==> config.mk <==
export PLATFORM = sky130hd
export DESIGN_NAME = gate_sched
export DESIGN_NICKNAME = d
export VERILOG_FILES = /design/src/rtl/gate_sched_pkg.sv /design/src/rtl/gate_unit.sv /design/src/rtl/gate_sched.sv
export SDC_FILE = /design/constraint.sdc
export NUM_CORES = 1
export LEC_CHECK = 0
export ABC_AREA = 1
export BUFFER_PORTS_ARGS = -buffer_cell sky130_fd_sc_hd__buf_2
export CORE_ASPECT_RATIO = 0.8
export CORE_MARGIN = 2
export CORE_UTILIZATION = 45
export CTS_CLUSTER_DIAMETER = 80
export DETAILED_ROUTE_END_ITERATION = 16
export HOLD_SLACK_MARGIN = 0.12
export PLACE_DENSITY = 0.79
export SYNTH_ARGS = -nofsm -noshare
export SYNTH_HDL_FRONTEND = slang
export SYNTH_SLANG_ARGS = --single-unit
==> constraint.sdc <==
create_clock -name clk -period 1.4 [get_ports clk]
set_input_delay 0.14 -clock clk [delete_from_list [all_inputs] [get_ports clk]]
set_output_delay 0.14 -clock clk [all_outputs]
set_load 0.05 [all_outputs]
==> src/rtl/gate_sched_pkg.sv <==
`default_nettype none
// ============================================================================
//  Module   : gate_sched_pkg
//  Brief    : Shared types for the gate scheduler: opcode and FSM state
//             encodings, accept-counter width and the round-robin helper.
//  Revision : 1.0 - initial release
// ============================================================================
package gate_sched_pkg;

    // Opcode encoding as seen on reqN_op.
    typedef enum logic [1:0] {
        OP_AND  = 2'b00,
        OP_OR   = 2'b01,
        OP_XOR  = 2'b10,
        OP_PASS = 2'b11
    } op_e;

    // Output-register occupancy.
    typedef enum logic [0:0] {
        ST_EMPTY = 1'b0,
        ST_FULL  = 1'b1
    } state_e;

    // Accept counter width is fixed, independent of the datapath width.
    localparam int CNT_W = 16;

    // After granting index g, the other requester gets priority next time.
    function automatic logic rr_after_grant(input logic granted_id);
        return ~granted_id;
    endfunction

endpackage : gate_sched_pkg
`default_nettype wire

==> src/rtl/gate_unit.sv <==
`default_nettype none
// ============================================================================
//  Module   : gate_unit
//  Brief    : Purely combinational bitwise gate shared by both requesters.
//             op 00 AND, 01 OR, 10 XOR, 11 PASS-A.
//  Config   : GATE_SCHED_XOR_EN - when defined op 10 computes a ^ b;
//             otherwise op 10 yields y = 0 with err = 1.
//  Revision : 1.0 - initial release
// ============================================================================
module gate_unit
    import gate_sched_pkg::*;
#(
    parameter int WIDTH = 8
) (
    input  logic [1:0]       op,
    input  logic [WIDTH-1:0] a,
    input  logic [WIDTH-1:0] b,
    output logic [WIDTH-1:0] y,
    output logic             err
);

    // Decode the opcode and evaluate the selected bitwise function.
    always_comb begin
        y   = '0;
        err = 1'b0;
        case (op_e'(op))
            OP_AND:  y = a & b;
            OP_OR:   y = a | b;
            OP_XOR: begin
`ifdef GATE_SCHED_XOR_EN
                y   = a ^ b;
                err = 1'b0;
`else
                y   = '0;
                err = 1'b1;
`endif
            end
            OP_PASS: y = a;
        endcase
    end

endmodule : gate_unit
`default_nettype wire

==> src/rtl/gate_sched.sv <==
`default_nettype none
// ============================================================================
//  Module   : gate_sched
//  Brief    : Two-requester round-robin scheduler in front of one shared
//             combinational gate unit, with a single-entry output register
//             (latency 1, back-to-back capable under rsp_ready).
//  Config   : GATE_SCHED_XOR_EN (consumed by gate_unit) enables XOR.
//  Revision : 1.0 - initial release
// ============================================================================
module gate_sched
    import gate_sched_pkg::*;
#(
    parameter int WIDTH = 8
) (
    input  logic             clk,
    input  logic             rst,

    input  logic             req0_valid,
    output logic             req0_ready,
    input  logic [1:0]       req0_op,
    input  logic [WIDTH-1:0] req0_a,
    input  logic [WIDTH-1:0] req0_b,

    input  logic             req1_valid,
    output logic             req1_ready,
    input  logic [1:0]       req1_op,
    input  logic [WIDTH-1:0] req1_a,
    input  logic [WIDTH-1:0] req1_b,

    output logic             rsp_valid,
    input  logic             rsp_ready,
    output logic             rsp_id,
    output logic [WIDTH-1:0] rsp_data,
    output logic             rsp_err
);

    // Registered state
    state_e             state_q,    state_d;
    logic               rr_ptr_q,   rr_ptr_d;
    logic               rsp_id_q,   rsp_id_d;
    logic [WIDTH-1:0]   rsp_data_q, rsp_data_d;
    logic               rsp_err_q,  rsp_err_d;
    logic [CNT_W-1:0]   acc_cnt_q,  acc_cnt_d;

    // Arbitration and shared-unit signals
    logic               can_accept;
    logic               accept;
    logic               grant_id;
    logic [1:0]         sel_op;
    logic [WIDTH-1:0]   sel_a;
    logic [WIDTH-1:0]   sel_b;
    logic [WIDTH-1:0]   unit_y;
    logic               unit_err;

    // The single gate instance; its operands come from the granted requester.
    gate_unit #(
        .WIDTH (WIDTH)
    ) u_gate_unit (
        .op  (sel_op),
        .a   (sel_a),
        .b   (sel_b),
        .y   (unit_y),
        .err (unit_err)
    );

    // Arbitration, operand mux, next-state and register-load decisions.
    always_comb begin
        state_d    = state_q;
        rr_ptr_d   = rr_ptr_q;
        rsp_id_d   = rsp_id_q;
        rsp_data_d = rsp_data_q;
        rsp_err_d  = rsp_err_q;
        acc_cnt_d  = acc_cnt_q;

        // Reset is folded in here so no handshake completes in a reset cycle.
        can_accept = !rst && ((state_q == ST_EMPTY) || rsp_ready);

        // Requester 1 wins when it is alone, or when both ask and it is its turn.
        grant_id   = req1_valid && (!req0_valid || rr_ptr_q);
        accept     = can_accept && (req0_valid || req1_valid);

        req0_ready = accept && !grant_id;
        req1_ready = accept &&  grant_id;

        sel_op     = grant_id ? req1_op : req0_op;
        sel_a      = grant_id ? req1_a  : req0_a;
        sel_b      = grant_id ? req1_b  : req0_b;

        if (accept) begin
            state_d    = ST_FULL;
            rr_ptr_d   = rr_after_grant(grant_id);
            rsp_id_d   = grant_id;
            rsp_data_d = unit_y;
            rsp_err_d  = unit_err;
            acc_cnt_d  = acc_cnt_q + 1'b1;
        end else if ((state_q == ST_FULL) && rsp_ready) begin
            state_d    = ST_EMPTY;
        end
    end

    // State register; reset discards any held response.
    always_ff @(posedge clk) begin
        if (rst) begin
            state_q    <= ST_EMPTY;
            rr_ptr_q   <= 1'b0;
            rsp_id_q   <= 1'b0;
            rsp_data_q <= '0;
            rsp_err_q  <= 1'b0;
            acc_cnt_q  <= '0;
        end else begin
            state_q    <= state_d;
            rr_ptr_q   <= rr_ptr_d;
            rsp_id_q   <= rsp_id_d;
            rsp_data_q <= rsp_data_d;
            rsp_err_q  <= rsp_err_d;
            acc_cnt_q  <= acc_cnt_d;
        end
    end

    assign rsp_valid = (state_q == ST_FULL);
    assign rsp_id    = rsp_id_q;
    assign rsp_data  = rsp_data_q;
    assign rsp_err   = rsp_err_q;

    // Every accept advances the counter by exactly one (mod 2^16).
    a_cnt_step : assert property (@(posedge clk) disable iff (rst)
        accept |=> (acc_cnt_q == $past(acc_cnt_q) + 1'b1));

    // A stalled response must not change under the consumer.
    a_rsp_stable : assert property (@(posedge clk) disable iff (rst)
        (rsp_valid && !rsp_ready) |=> ($stable(rsp_data) && $stable(rsp_id) && $stable(rsp_err)));

    // At most one requester is granted per cycle.
    a_one_grant : assert property (@(posedge clk) !(req0_ready && req1_ready));

endmodule : gate_sched
`default_nettype wire

==> results.sh <==
export IMPL_synth_edf_count=0
export IMPL_crit_chain="inv_2 -> nand2_4 -> nand2_8 -> buf_6 -> nor2_4 -> buf_6"
export IMPL_synth_flop_cell="dfxtp_1"
export IMPL_tightest_slew_ns=0.2963
export IMPL_multi_input_comb_area_um2=705.7
export IMPL_netSwitchingFraction_pct=38.07
export IMPL_die_x_um=58.13
export IMPL_syn_inst=193
export IMPL_status="finished, final reports clean"
export IMPL_crit_fanout=9
export IMPL_ir_drop_mv=0.8587
export IMPL_drt_wl_total_um=2936
export IMPL_p_per_area_nw_per_um2=770.7
export IMPL_crit_path_end_kind="output pin"
export IMPL_grt_pass1_wl_um=4422
export IMPL_synth_cell_area_um2=1055
export IMPL_postSynth_asyncResetShare_pct=0
export IMPL_fin_ws_ns=0.008261
export IMPL_postCtsHoldBufs=0
export IMPL_crit_path_frequent_cell="buf_6"
export IMPL_hold_viol=0
export IMPL_clockBufferDepth=2
export IMPL_design_area_um2=1495
export IMPL_clock_fmax_mhz=718.5
export IMPL_fillCellCount=228
export IMPL_htree_levels=1
export IMPL_via_per_inst=4.863
export IMPL_reg2reg_depth=9
export IMPL_fp_dieH_um=47.30
export IMPL_vias=1352
export IMPL_synth_area_leader_cell="nand2_1"
export IMPL_ys_ff_latch=12
export IMPL_clock_sinks=12
export IMPL_rr_endpoint="rsp_data[5]$_SDFFE_PP0P_"
export IMPL_wl_per_cell_um=10.56
export IMPL_path_class="reg2out"
export IMPL_num_rows=15
export IMPL_pwr_share_clk_pct=23.3
export IMPL_nets=295
export IMPL_clkLatencyLatePin_ns=0.27
export IMPL_die_area_um2=2750
export IMPL_synthDistinctLibCells=19
export IMPL_hpwl_um=2208
export IMPL_slew_viol_final=0
export IMPL_start_util_pct=48.03
export IMPL_layout_area_overhead_vs_synth_pct=41.76
export IMPL_worstPathRequired_ns=1.26
export IMPL_grt_overflow_total=0
export IMPL_ff_latch_area_um2=240.2
export IMPL_syn_nets=234
export IMPL_synth_top_area_share_pct=33.10
export IMPL_synth_warning_count=0
export IMPL_finalSetupViolCount=0
export IMPL_place_area_um2=1390
export IMPL_num_antenna_cells=0
export IMPL_synth_most_common_cell="nand2_1"
export IMPL_ioPinCount=54
export IMPL_drt_first_pass_iters=5
export IMPL_port_buffers=53
export IMPL_finClkSkew_ns=0.004473
export IMPL_maxCapViolCount=0
export IMPL_min_period_over_period_pct=99.41
export IMPL_timing_rr_start="rr_ptr_q$_SDFFE_PP0P_"
export IMPL_dp_worst_setup_slack_ns=0.1047
export IMPL_max_slew_margin_rel_pct=80.17
export IMPL_fin_total_pwr_uw=1152
export IMPL_antenna_left=0
export IMPL_clk_pin_slew_ns=0.07
export IMPL_grt_max_degree=16
export IMPL_power_frac_seq_pct=32.5
export IMPL_synth_area_leaders="nand2_1 (33%), dfxtp_1 (23%), nand3_1 (12%)"
export IMPL_drtIter0Drc=66
export IMPL_cts_tree="built"
export IMPL_ys_top_cells_by_count="nand2_1 (93), nand3_1 (25), inv_1 (20)"
export IMPL_antenna_found_initial=0
export IMPL_hold_path_class="in2reg"
export IMPL_drcViolationCount=0
export IMPL_core_um2=2196
export IMPL_cts_made_buffers=3
export IMPL_crit_slowest_cell="dfxtp_1"
export IMPL_rrSetupSlack_ns=0.13
export IMPL_yosysSeqAreaShare_pct=22.78
export IMPL_p_leak_uw=0.0008933
export IMPL_first_global_vias=1086
export IMPL_intPower_uw=713.7
export IMPL_hold_depth=4
export IMPL_setup_worst_path_start="rr_ptr_q$_SDFFE_PP0P_"
export IMPL_grt_usage_pct=21.19
export IMPL_clockRootBuffer="clkbuf_4"
export IMPL_crit_arrival_ns=1.25
export IMPL_drive_above_1_share_pct=33.20
export IMPL_period_minus_slack_ns=1.392
export IMPL_critPathMaxStageDelay_ns=0.32
export IMPL_gp_routability_congestion=0.7971
export IMPL_p_sw_uw=438.7
export IMPL_start_kind="flip-flop"
export IMPL_syn_area_per_cell_um2=5.465
export IMPL_crit_end="req1_ready"
export IMPL_comb_power_share_pct=44.2
export IMPL_rsz0062_at_grt="yes"
## worst min-delay path by stage
stage,start,end
floorplan,rst,rsp_id$_SDFFE_PP0P_
CTS,rsp_ready,rsp_valid$_SDFFE_PP0P_
detailed placement,rsp_ready,rsp_valid$_SDFFE_PP0P_
global placement,rsp_ready,rsp_valid$_SDFFE_PP0P_
global route,rsp_ready,rsp_valid$_SDFFE_PP0P_
finish,rsp_ready,rsp_valid$_SDFFE_PP0P_
## power by group through the flow
stage | sequential (uW) | clock, uW | combinational, uW
2_1_floorplan | 454 | 0 | 254
3_3_place_gp | 382 | 0 | 469
3_5_place_dp | 382 | 0 | 473
4_1_cts | 374 | 277 | 483
5_1_grt | 377 | 292 | 561
6_report | 374 | 269 | 509
## flip-flops by register name, summed over array words and instances, names as in the netlist
name / cells
rr_ptr_q: 1
rsp_data: 8
rsp_err: 1
rsp_id: 1
rsp_valid: 1
## kinds of logic after synthesis
kind of cell | count (synthesis) | synth area share [%]
and+or+nand+nor | 127 | 50.77
buffers and inverters | 32 | 13.88
AOI/OAI and AO/OA | 22 | 12.57
DFF | 12 | 22.78
## timing repair
item                                   4_1_cts  5_1_grt
resized for setup                            5        5
endpoints found under the hold margin        0        0
buffers inserted                             0        4
pin swaps                                    0        2
setup endpoints to repair                    2        6
## cells in the final DEF, fill, tap and decap left out, drive strengths merged
master and n:
a211oi 2, a21oi 18, buf 67, clkbuf 4
dfxtp 12, inv 21, nand2 97, nand3 25
nand3b 2, nor2 3, o21ai 1, o31ai 1
## through the flow
stage	hold slack (ns)	setup TNS [ns]	util, %	instances
final	0.2006	0	68.09	278
after detailed placement	0.4254	0	63.30	270
after floorplan	0.2185	-0.009323	-	193
after global placement	0.4226	0	63.30	270
after CTS	0.1826	-0.01549	65.70	274
after global routing	0.2071	-0.05497	68.09	278
## worst max-delay path, delay by kind of cell (launching register included)
family,cells,cell delay (ns)
buffers and inverters,3,0.35
flip-flops,1,0.32
AND/OR/NAND/NOR,3,0.32
## cell type report
class                      instances  share of cell area, %
timing repair buffer              67                  26.95
multi-input combinational        149                  47.20
clock buffer                       4                  2.427
inverter                          21                  5.272
sequential                        12                  16.07
tap                               25                  2.092
## per-layer routing
metal  wire, um  vias up  share of wire (%)  track usage (%)
li1           -      722                  -                -
met5          0        -                  0                0
met2       1367       55                 47            37.95
met3        207        0                7.1            4.959
met4          0        0                  0            1.395
met1       1360      575                 46            27.66
Note: power is estimated with default switching activity, not from simulation.
